`src/rtl/frequency_divider_1hz.sv`:
```
// Divides clk_100MHz down to a 50%-duty square wave on clk_1Hz.
// Also keeps a 4-digit packed BCD count of clk_1Hz rising edges.
module frequency_divider_1hz #(
    parameter int unsigned CLK_FREQ_HZ = 100_000_000,
    parameter int unsigned OUT_FREQ_HZ = 1
) (
    input  logic        clk_100MHz,
    input  logic        rst_n,
    output logic        clk_1Hz,
    output logic [15:0] count_bcd
);

    localparam int unsigned DIVISOR = (OUT_FREQ_HZ == 0) ? 1 : 2 * OUT_FREQ_HZ;
    localparam int unsigned HALF    = CLK_FREQ_HZ / DIVISOR;
    localparam int unsigned CNT_W   = (HALF > 1) ? $clog2(HALF) : 1;
    localparam logic [CNT_W-1:0] LAST = CNT_W'((HALF > 0) ? HALF - 1 : 0);

    generate
        if ((OUT_FREQ_HZ == 0) || (HALF < 1) || ((CLK_FREQ_HZ % DIVISOR) != 0)) begin : g_bad_params
            $error("frequency_divider_1hz: CLK_FREQ_HZ must be a nonzero multiple of 2*OUT_FREQ_HZ");
        end
    endgenerate

    logic [CNT_W-1:0] cnt;

    // Ripple-carry BCD increment; 9999 wraps to 0000.
    function automatic logic [15:0] bcd_inc(input logic [15:0] value);
        logic [15:0] result;
        logic        carry;
        result = value;
        carry  = 1'b1;
        for (int d = 0; d < 4; d++) begin
            if (carry) begin
                if (result[d*4 +: 4] == 4'd9) begin
                    result[d*4 +: 4] = 4'd0;
                end else begin
                    result[d*4 +: 4] = result[d*4 +: 4] + 4'd1;
                    carry            = 1'b0;
                end
            end
        end
        return result;
    endfunction

    always_ff @(posedge clk_100MHz or negedge rst_n) begin
        if (!rst_n) begin
            cnt       <= '0;
            clk_1Hz   <= 1'b0;
            count_bcd <= 16'h0000;
        end else if (cnt == LAST) begin
            cnt     <= '0;
            clk_1Hz <= ~clk_1Hz;
            // Count only the low-to-high toggle, in the same cycle as the rise.
            if (!clk_1Hz) begin
                count_bcd <= bcd_inc(count_bcd);
            end
        end else begin
            cnt <= cnt + 1'b1;
        end
    end

endmodule

```
`config.mk`:
```
export PLATFORM = sky130hd
export DESIGN_NAME = frequency_divider_1hz
export DESIGN_NICKNAME = d
export VERILOG_FILES = /design/src/rtl/frequency_divider_1hz.sv
export SDC_FILE = /design/constraint.sdc
export NUM_CORES = 1
export LEC_CHECK = 0
export ABC_AREA = 1
export CAP_MARGIN = 10
export CORE_ASPECT_RATIO = 1.25
export CORE_MARGIN = 2
export CORE_UTILIZATION = 30
export DETAILED_ROUTE_END_ITERATION = 12
export HOLD_SLACK_MARGIN = 0.12
export PLACE_DENSITY = 0.46
export SETUP_SLACK_MARGIN = 0.2
export SLEW_MARGIN = 0
export SYNTH_ARGS = -nofsm -noshare
export SYNTH_HDL_FRONTEND = slang
export SYNTH_SLANG_ARGS = --single-unit
```
`constraint.sdc`:
```
create_clock -name clk_100MHz -period 2.2 [get_ports clk_100MHz]
set_input_delay 0.44 -clock clk_100MHz [delete_from_list [all_inputs] [get_ports clk_100MHz]]
set_output_delay 0.44 -clock clk_100MHz [all_outputs]
set_load 0.02 [all_outputs]
```
# Word level (Yosys, flattened, before mapping)
# Cells that the tools add are included.
[op_classes]
n_bitwise = 1
n_lt_le_gt_ge = 0
n_eq_ne = 5
n_addsub = 5
n_mul = 0
div_mod_pow = 0
reduce_logical = 4
n_mux = 16
shifts = 0
[op_table]
columns = ["op", "n"]
rows = [
  ["adder 26 x 1 -> 26 bit (second input constant)", 1],
  ["equality test 26 bit (second input constant)", 1],
  ["two-way mux 26 bit", 1],
  ["adder 4 x 1 -> 4 bit (second input constant)", 4],
  ["equality test 4 bit (second input constant)", 4],
  ["two-way mux 4 bit", 4],
  ["two-way mux 1 bit", 11],
  ["AND reduction 3 bit", 3],
  ["AND reduction 2 bit", 1],
  ["NOT 1 bit", 1],
]
[totals]
mem_count = 0
rom_bits = 0
ram_bits = 0
latch_bits = 0
register_bits = 43

# Depth between registers and ports, before layout
# Gate-level depths: netlist of the first run.
[logic_depth]
word_depth = 11
mapped_depth = 9
mapped_depth_nobuf = 9

# Worst setup path after synthesis of the first run
# Ideal clock, no wire load.
[synth_timing]
path_kind = "reg-to-reg"
from = "register count_bcd[2]"
to = "register count_bcd[13]"
required_ns = 2.083
path_slack_ns = 0.778
arrival_ns = 1.304
setup_time_ns = 0.117
path_stages_with_launch = 9
n_path_buf = 0
synth_period_minus_slack_ns = 1.422
cell_sequence = "dfrtp_1 inv_1 nand2_1 nor2_4 nand2_1 nor2_4 nand3_2 nand2_1 nand2_1"
[synth_between]
elab_chain_cells = 11
[synth_lines]
columns = ["element", "line_no", "text"]
rows = [
  ["from (decl)", "10", "output logic [15:0] count_bcd"],
  ["from (signal assigned)", "55", "count_bcd <= bcd_inc(count_bcd);"],
  ["equality test 4 bit", "34", "if (result[d*4 +: 4] == 4'd9) begin"],
  ["two-way mux 1 bit", "34", ""],
  ["two-way mux 1 bit", "54", "if (!clk_1Hz) begin"],
  ["two-way mux 1 bit", "50", "end else if (cnt == LAST) begin"],
  ["two-way mux 1 bit", "33", "if (carry) begin"],
  ["two-way mux 1 bit", "54", ""],
  ["two-way mux 1 bit", "50", ""],
  ["two-way mux 1 bit", "33", ""],
  ["two-way mux 1 bit", "54", ""],
  ["two-way mux 1 bit", "50", ""],
  ["AND reduction 3 bit (no line)", "n/a", ""],
]
# No other way between the ends. The select of a mux whose other input is x is not followed.
# A chain may end at the register's enable or synchronous reset.

# Worst setup path after layout of the first run
[layout_timing]
from = "register count_bcd[4]"
to = "output port count_bcd[4]"
# No word-level cell between the ends.

==> results of run 1 <==
==> metal layers <==
metal | global-route usage, % | up-vias | part of all wire (%)
met5 | 0 | - | 0
met1 | 19.1 | 1110 | 45
met4 | 4.55 | 0 | 1.2
met3 | 2.10 | 10 | 2.9
li1 | - | 1278 | -
met2 | 26.3 | 47 | 51
==> layout make-up <==
type,count,share of cell area [%]
clock buffers,6,2.28
clock inverters,2,1.89
inverters,56,6.60
multi-input cells,283,42.0
flip-flops and latches,43,33.8
well taps,120,4.72
repair buffers,28,8.72
==> logic make-up (layout without fill, tap and decap cells) <==
family | after synthesis | after routing | synth area share [%]
AO/OA/AOI/OAI | 16 | 16 | 3.39
XOR/XNOR | 9 | 9 | 2.96
adder cells (fa/ha/maj) | 1 | 1 | 0.470
buffers and inverters | 61 | 92 | 9.31
flip-flops | 43 | 43 | 40.4
AND/OR/NAND/NOR | 257 | 257 | 43.4
==> Yosys cell counts, drive strengths merged <==
cell type	n	area share (%)
ha	1	0.47
inv	56	7.9
dfrtp	43	40
nand3b	3	0.85
buf	4	1.2
nand2	120	17
nor3	11	2.1
o21bai	3	0.85
nor2	79	13
clkbuf	1	0.19
xor2	7	2.3
nand3	21	4.5
nand4	23	5.4
o21ai	8	1.5
a21oi	3	0.56
o22ai	1	0.24
xnor2	2	0.66
a31oi	1	0.24
==> worst max path at each step <==
stage	cells past startpoint	slack (ps)	from	to
floorplan	8	780	count_bcd[2]	count_bcd[13]
global placement	8	460	cnt[0]	count_bcd[15]
detailed placement	8	400	cnt[0]	count_bcd[7]
CTS	1	290	count_bcd[4]	count_bcd[4]
global route	1	240	count_bcd[4]	count_bcd[4]
finish	1	300	count_bcd[4]	count_bcd[4]
==> registers in the layout, indices dropped and copies added (netlist names) <==
name,flops
count_bcd,16
cnt,26
clk_1Hz,1
==> report_power, final <==
group	internal, mW	switching, mW
combinational	0.00554	0.0164
sequential	0.790	0
clock	0.454	0.292
total	1.25	0.308
==> repair_timing <==
action                                 4_1_cts  5_1_grt
hold buffers                                 1        0
endpoints found under the hold margin        3        0
buffers inserted                             0        7
setup endpoints to repair                    0       11
==> impl_metrics.toml, run 1 <==
[status]
status = "finished clean"

[hold_path]
hold_class = "reg -> reg"
hold_end = "cnt[0]"
holdPathStages = 1
hp-start = "cnt[0]"

[worst_setup_path]
cpPeakStageDelay_ps = 660
end_kind = "primary output"
worstReg2RegStart = "cnt[0]"
path_cells = "clkdlybuf4s50_1"
path_delay_family = "buffers and inverters"
critPathLaunchType = "flip-flop"
cp.arrival_ps = 1460
r2r_end = "count_bcd[12]"
regToRegSetupSlack_ps = 490
worst-path-buf-inv = 1
crit_fanout = 9
required_ps = 1760
worst_path_max_delay_cell = "clkdlybuf4s50_1"
r2r_cells = 8
path_class = "reg -> out"

[place]
place_area_um2 = 2980
pre_cts_ws_ps = 399
hpwlAfterDp_um = 4890
port_buffers = 18
place_inst = 522
gp_congestion = 0.868

[sta]
tns_ps = 0
maxSlewViolCount = 0
max_freq_mhz = 525
setup_viol = 0
period_needed_ps = 1900
min_period_over_period_pct = 86.6
slew_headroom_pct = 56.2
setup_ws_ps = 296
rsz0062_at_grt = "no"
tightest_slew_ps = 656
fin_worst_skew_ps = 5.09
timing_hold_violations_final = 0
hold_slack_ps = 478

[detailed_routing]
vias = 2445
drtIter0Drc = 105
drc_errors = 0
drt_pass1_iterations = 5
routedWlPerCell_um = 12.2
ant_nets = 0
wl_um = 6540
viasPerCell = 4.54

[yosys]
ys_seq_area_share_pct = 40.4
avgSynthCellArea_um2 = 6.88
ys_seq_elements = 43
synth_nets = 390
synth_area_um2 = 2660
syn-instance-count = 387
yosys_warnings = 0
ys_types = 25

[layout]
regArea_um2 = 1080
diodes = 0
num-nets-final = 420
finalNonFillerCells = 538
final_area_um2 = 3180
final_common_cell = "nand2_1"
drive_gt1_share_pct = 9.33
mostFrequentLayoutCells = "nand2_1, nor2_1, inv_1, dfrtp_1, nand4_1"
area_growth_pct = 19.7
nFillCells = 983
multiInputGateArea_um2 = 1340
utilization_pct = 36.8

[clock_tree]
cts_buffers = 5
clkSlewWorstSetupHoldPaths_ps = 90
cts_tree = "yes"
ctsResizeCount = 0
cts_sinks = 43
ctsLongestPathBuffers = 2
cts_max_level = 2
clockRootBuffer = "clkbuf_8"
clkLatencyLatePin_ps = 300

[global_route]
grt_first_pass_wirelength_um = 11300
antenna_found_initial = 0
grt_usage_pct = 15.0
grt_overflow = 0
grt_max_degree = 44
grt_pass1_vias = 2442

[power_and_ir_drop]
cellPowerDensity_nw_per_um2 = 489
ir_worst_vdd_v = 0.000298
p_leak_nw = 1.45
power_mw = 1.56

[die]
pin_count = 19
placementRows = 38
start_util_pct = 30.8
fp.dieH_um = 109
die-area_um2 = 9650
core-area_um2 = 8650
die_width_um = 88.2

[run]
maxCapViolations = 0
No activity file was read; power rests on OpenSTA's default activity.
==> run 2: changes to the inputs <==
==> constraint.sdc (replaced) <==
create_clock -name clk_100MHz -period 1.9 [get_ports clk_100MHz]
set_input_delay 0.38 -clock clk_100MHz [delete_from_list [all_inputs] [get_ports clk_100MHz]]
set_output_delay 0.38 -clock clk_100MHz [all_outputs]
set_load 0.02 [all_outputs]
==> impl_metrics.toml, run 2 (synthesis gave the netlist of run 1 again) <==
[sta]
slew_headroom_pct = 56.9
timing_hold_violations_final = 0
maxSlewViolCount = 0
tns_ps = 0
max_freq_mhz = 632
tightest_slew_ps = 646
period_needed_ps = 1580
min_period_over_period_pct = 83.3
fin_worst_skew_ps = 7.38
rsz0062_at_grt = "no"
setup_viol = 0

[place]
port_buffers = 18
place_inst = 529
gp_congestion = 0.823
hpwlAfterDp_um = 5250
place_area_um2 = 3030

[global_route]
grt_first_pass_wirelength_um = 11800
grt_usage_pct = 15.7
grt_overflow = 0
grt_max_degree = 27
grt_pass1_vias = 2509
antenna_found_initial = 0

[detailed_routing]
drc_errors = 0
drt_pass1_iterations = 4
vias = 2538
drtIter0Drc = 142
viasPerCell = 4.60
routedWlPerCell_um = 12.5
ant_nets = 0
wl_um = 6900

[clock_tree]
clkLatencyLatePin_ps = 300
cts_tree = "yes"
clockRootBuffer = "clkbuf_8"
clkSlewWorstSetupHoldPaths_ps = 90
cts_max_level = 2
cts_sinks = 43
ctsLongestPathBuffers = 2
cts_buffers = 5

[worst_setup_path]
critPathLaunchType = "flip-flop"
path_class = "reg -> reg"
worstReg2RegStart = "cnt[1]"
cp.arrival_ps = 1830
worst_path_max_delay_cell = "dfrtp_1"
crit_path_end = "cnt[20]"
r2r_cells = 10
r2r_end = "cnt[20]"
path_cells = "ha_4 > nand3_2 > buf_4 > inv_2 > nand3_4 > nor2_4 > nand2_1 > nand2_1 > nand2_1 > nor2_1"
setup.worst_path.start = "cnt[1]"
required_ps = 2140
crit_fanout = 4
cpPeakStageDelay_ps = 420
regToRegSetupSlack_ps = 320
timing.critical_path.mode_cell = "nand2_1"
end_kind = "flip-flop"

[layout]
drive_gt1_share_pct = 15.0
mostFrequentLayoutCells = "nand2_1, nor2_1, inv_1, dfrtp_1, nand4_1"
largestRegisters = "cnt: 26 flops, count_bcd: 16 flops, clk_1Hz: 1 flops"
largest_reg_flops = 26
num-nets-final = 434
regMostFlops = "cnt"
nFillCells = 952
area_growth_pct = 24.8
final_area_um2 = 3320
final_common_cell = "nand2_1"
finalNonFillerCells = 552
diodes = 0

[die]
die_width_um = 88.2
die-area_um2 = 9650
core-area_um2 = 8650
start_util_pct = 30.8
fp.dieH_um = 109
placementRows = 38
pin_count = 19

[power_and_ir_drop]
p_leak_nw = 1.63
cellPowerDensity_nw_per_um2 = 512
ir_worst_vdd_v = 0.000256

[run]
maxCapViolations = 0

[status]
status = "finished clean"

[hold_path]
hold_class = "reg -> reg"
## run 2: per-layer routing
metal / global-route usage [%] / part of all wire (%) / vias to the layer above
met3: 2.25 / 2.9 / 13
met5: 0 / 0 / -
met1: 19.1 / 43 / 1180
met4: 4.76 / 1.8 / 0
li1: - / - / 1304
met2: 28.3 / 52 / 41
## run 2: worst min-delay path by stage
| stage | endpoint | from | depth (start not counted) | slack (ps) |
|---|---|---|---|---|
| CTS | cnt[0] | cnt[0] | 1 | 500 |
| finish | clk_1Hz | clk_1Hz | 2 | 510 |
| detailed placement | cnt[8] | rst_n | 1 | 350 |
| floorplan | clk_1Hz | rst_n | 0 | 80 |
| global placement | cnt[8] | rst_n | 1 | 360 |
| global route | clk_1Hz | clk_1Hz | 2 | 540 |
## run 2: worst max-delay path, delay by kind of cell (launching register included)
kind | cells | cell delay [ps]
and+or+nand+nor | 7 | 640
DFF | 1 | 420
buffers and inverters | 2 | 270
adders and majority gates | 1 | 180
## run 2: timing repair
action,4_1_cts,5_1_grt
hold buffers,1,0
endpoints found under the setup margin,29,29
gates cloned,0,0
endpoints found under the hold margin,17,0
setup buffers,4,10
pin swaps,1,7
gates resized for setup,18,16
## run 2: per-stage QoR
stage,hold WS (ps),worst slack [ps],power (mW),utilization (%)
floorplan,84.4,478,0.933,-
global placement,358,195,0.959,35.0
detailed placement,352,167,0.959,35.0
CTS,500,206,1.73,36.8
global route,542,191,1.75,38.4
finish,510,317,1.70,38.4
## run 2: power breakdown
| group | switching (mW) | internal [mW] |
|---|---|---|
| Sequential | 0 | 0.914 |
| Combinational | 0.0194 | 0.00619 |
| Clock | 0.335 | 0.426 |
| Total | 0.354 | 1.35 |
## run 2: cell type report
type	count	area (µm²)	share of cell area, %
clock buffer	6	82.6	2.49
clock inverter	2	35.0	1.05
inverter	56	210	6.33
multi-input combinational	283	1400	42.1
sequential	43	1080	32.4
tap	120	150	4.52
timing repair buffer	42	369	11.1
==> run 3: changes to the inputs <==
--- a/config.mk
+++ b/config.mk
@@ -12,7 +12,7 @@
 export CORE_UTILIZATION = 30
 export DETAILED_ROUTE_END_ITERATION = 12
 export HOLD_SLACK_MARGIN = 0.12
-export PLACE_DENSITY = 0.46
+export PLACE_DENSITY = 0.48
 export SETUP_SLACK_MARGIN = 0.2
 export SLEW_MARGIN = 0
 export SYNTH_ARGS = -nofsm -noshare
==> constraint.sdc (replaced) <==
create_clock -name clk_100MHz -period 1.4 [get_ports clk_100MHz]
set_input_delay 0.28 -clock clk_100MHz [delete_from_list [all_inputs] [get_ports clk_100MHz]]
set_output_delay 0.28 -clock clk_100MHz [all_outputs]
set_load 0.02 [all_outputs]
==> impl_metrics.toml, run 3 (synthesis gave the netlist of run 1 again) <==
[global_route]
grt_usage_pct = 17.8
grt_overflow = 0
met3_usage_pct = 2.25
grt_first_pass_wirelength_um = 13400
grt_max_degree = 44
antenna_found_initial = 0
grt_pass1_vias = 2848
use_met2_pct = 32.3
busiest_layer = "met2"
grt_util_met1_pct = 21.9

[sta]
period_needed_ps = 1460
min_period_over_period_pct = 104
setup_ws_ps = -59.0
maxSlewViolCount = 0
tightest_slew_ps = 261
rsz0062_at_grt = "yes"
max_freq_mhz = 685
fin_worst_skew_ps = 4.20
timing_hold_violations_final = 0
setup_viol = 31
slew_headroom_pct = 82.5

[worst_setup_path]
critPathLaunchType = "flip-flop"
regToRegSetupSlack_ps = -60
worst_path_max_delay_cell = "dfrtp_1"
cpPeakStageDelay_ps = 400
crit_fanout = 4
path_delay_family = "simple AND/OR/NAND/NOR gates"
path_class = "reg -> reg"
path_cells = "ha_4 > nand3_4 > buf_6 > inv_8 > nand3_4 > nor2_4 > nand2_2 > nand2_1 > nand2_1 > nor2_1"
worst-path-buf-inv = 2
end_kind = "flip-flop"
cp.arrival_ps = 1700
required_ps = 1650

[die]
pin_count = 19
start_util_pct = 30.8
placementRows = 38
die_width_um = 88.2
fp.dieH_um = 109
die-area_um2 = 9650
core-area_um2 = 8650

[layout]
area_growth_pct = 59.6
drive_gt1_share_pct = 43.4
mostFrequentLayoutCells = "nand2_1, buf_4, inv_1, nor2_1, dfrtp_1"
final_area_um2 = 4250
final_common_cell = "nand2_1"
utilization_pct = 49.1
largest_reg_flops = 26
diodes = 0
regMostFlops = "cnt"
num-nets-final = 513
largestRegisters = "cnt: 26 flops, count_bcd: 16 flops, clk_1Hz: 1 flops"

[status]
violations = "negative setup slack"
status = "finished with violations"

[power_and_ir_drop]
p_leak_nw = 2.06
power_mw = 2.31
ir_worst_vdd_v = 0.000358
cellPowerDensity_nw_per_um2 = 544

[place]
port_buffers = 18
hpwlAfterDp_um = 5700
place_area_um2 = 3630
gp_congestion = 0.800
pre_cts_ws_ps = -203

[detailed_routing]
drt_pass1_iterations = 5
drc_errors = 0
wl_um = 7860
drtIter0Drc = 99
viasPerCell = 4.42
vias = 2792
routedWlPerCell_um = 12.5
ant_nets = 0

[clock_tree]
clkLatencyLatePin_ps = 310
cts_sinks = 43
ctsLongestPathBuffers = 2
cts_max_level = 2
cts_tree = "yes"
clkSlewWorstSetupHoldPaths_ps = 90
cts_buffers = 5
clockRootBuffer = "clkbuf_8"

[run]
maxCapViolations = 0

[hold_path]
hold_class = "in -> async"
-- run 3: cell types whose count changed in the layout (fill, tap and decap cells not counted), moves of 14 or more --
cell | previous run | this run
dlygate4sd2_1 | 16 | 0
nor2_1 | 61 | 43
buf_4 | 20 | 84
nand2_2 | 4 | 18
nand2_1 | 115 | 97
buf_6 | 1 | 24
-- run 3: repair_timing --
item                                    in CTS  in global routing
hold endpoints to repair                    43                  0
hold buffers                                 1                  0
endpoints found under the setup margin      59                 53
setup buffers                               20                  2
resized for setup                          155                 34
pin swaps                                   28                 18
-- run 3: final timing paths --
path | endpoint | cells after the start | from
hold / removal | cnt[18] | 3 | rst_n
setup / recovery | cnt[20] | 10 | cnt[1]
min in group clk_100MHz | count_bcd[10] | 2 | count_bcd[10]
max in group asynchronous | cnt[16] | 3 | rst_n
hold reg to reg | count_bcd[10] | 2 | count_bcd[10]
setup reg to reg | cnt[20] | 10 | cnt[1]
-- run 3: per-layer routing --
| layer | share of wire, % | routed length, µm |
|---|---|---|
| met1 | 44 | 3440 |
| met2 | 54 | 4220 |
| met3 | 1.6 | 124 |
| met4 | 1.1 | 84 |
| met5 | 0 | 0 |
-- run 3: area by class of cell --
class / count / area (µm²)
Clock buffer: 5 / 68.8
Clock inverter: 3 / 43.8
Fill cell: 901 / 4410
Inverter: 56 / 220
Multi-Input combinational cell: 283 / 1650
Sequential cell: 43 / 1080
Tap cell: 120 / 150
Timing Repair Buffer: 121 / 1030
-- run 3: through the flow --
step | hold WS [ps] | std cells | setup TNS (ps)
floorplan | -15.6 | 387 | 0
global placement | 286 | 600 | -3380
detailed placement | 282 | 600 | -4210
CTS | 487 | 629 | -728
global route | 513 | 631 | -3940
finish | 480 | 631 | -656
-- run 3: where the power goes --
part | internal [mW] | total, mW | switching (mW) | leakage (nW)
clock | 0.533 | 1.03 | 0.501 | 0.0581
sequential | 1.24 | 1.24 | 0 | 0.575
combinational | 0.00871 | 0.0349 | 0.0262 | 1.43
total | 1.78 | 2.31 | 0.528 | 2.06
-- run 3: worst reg2reg max path, stage by stage, from the launching register on --
cell and delay, ps:
dfrtp_1 400, ha_4 160, nand3_4 100, buf_6 150
inv_8 60, nand3_4 110, nor2_4 140, nand2_2 80
nand2_1 70, nand2_1 40, nor2_1 70
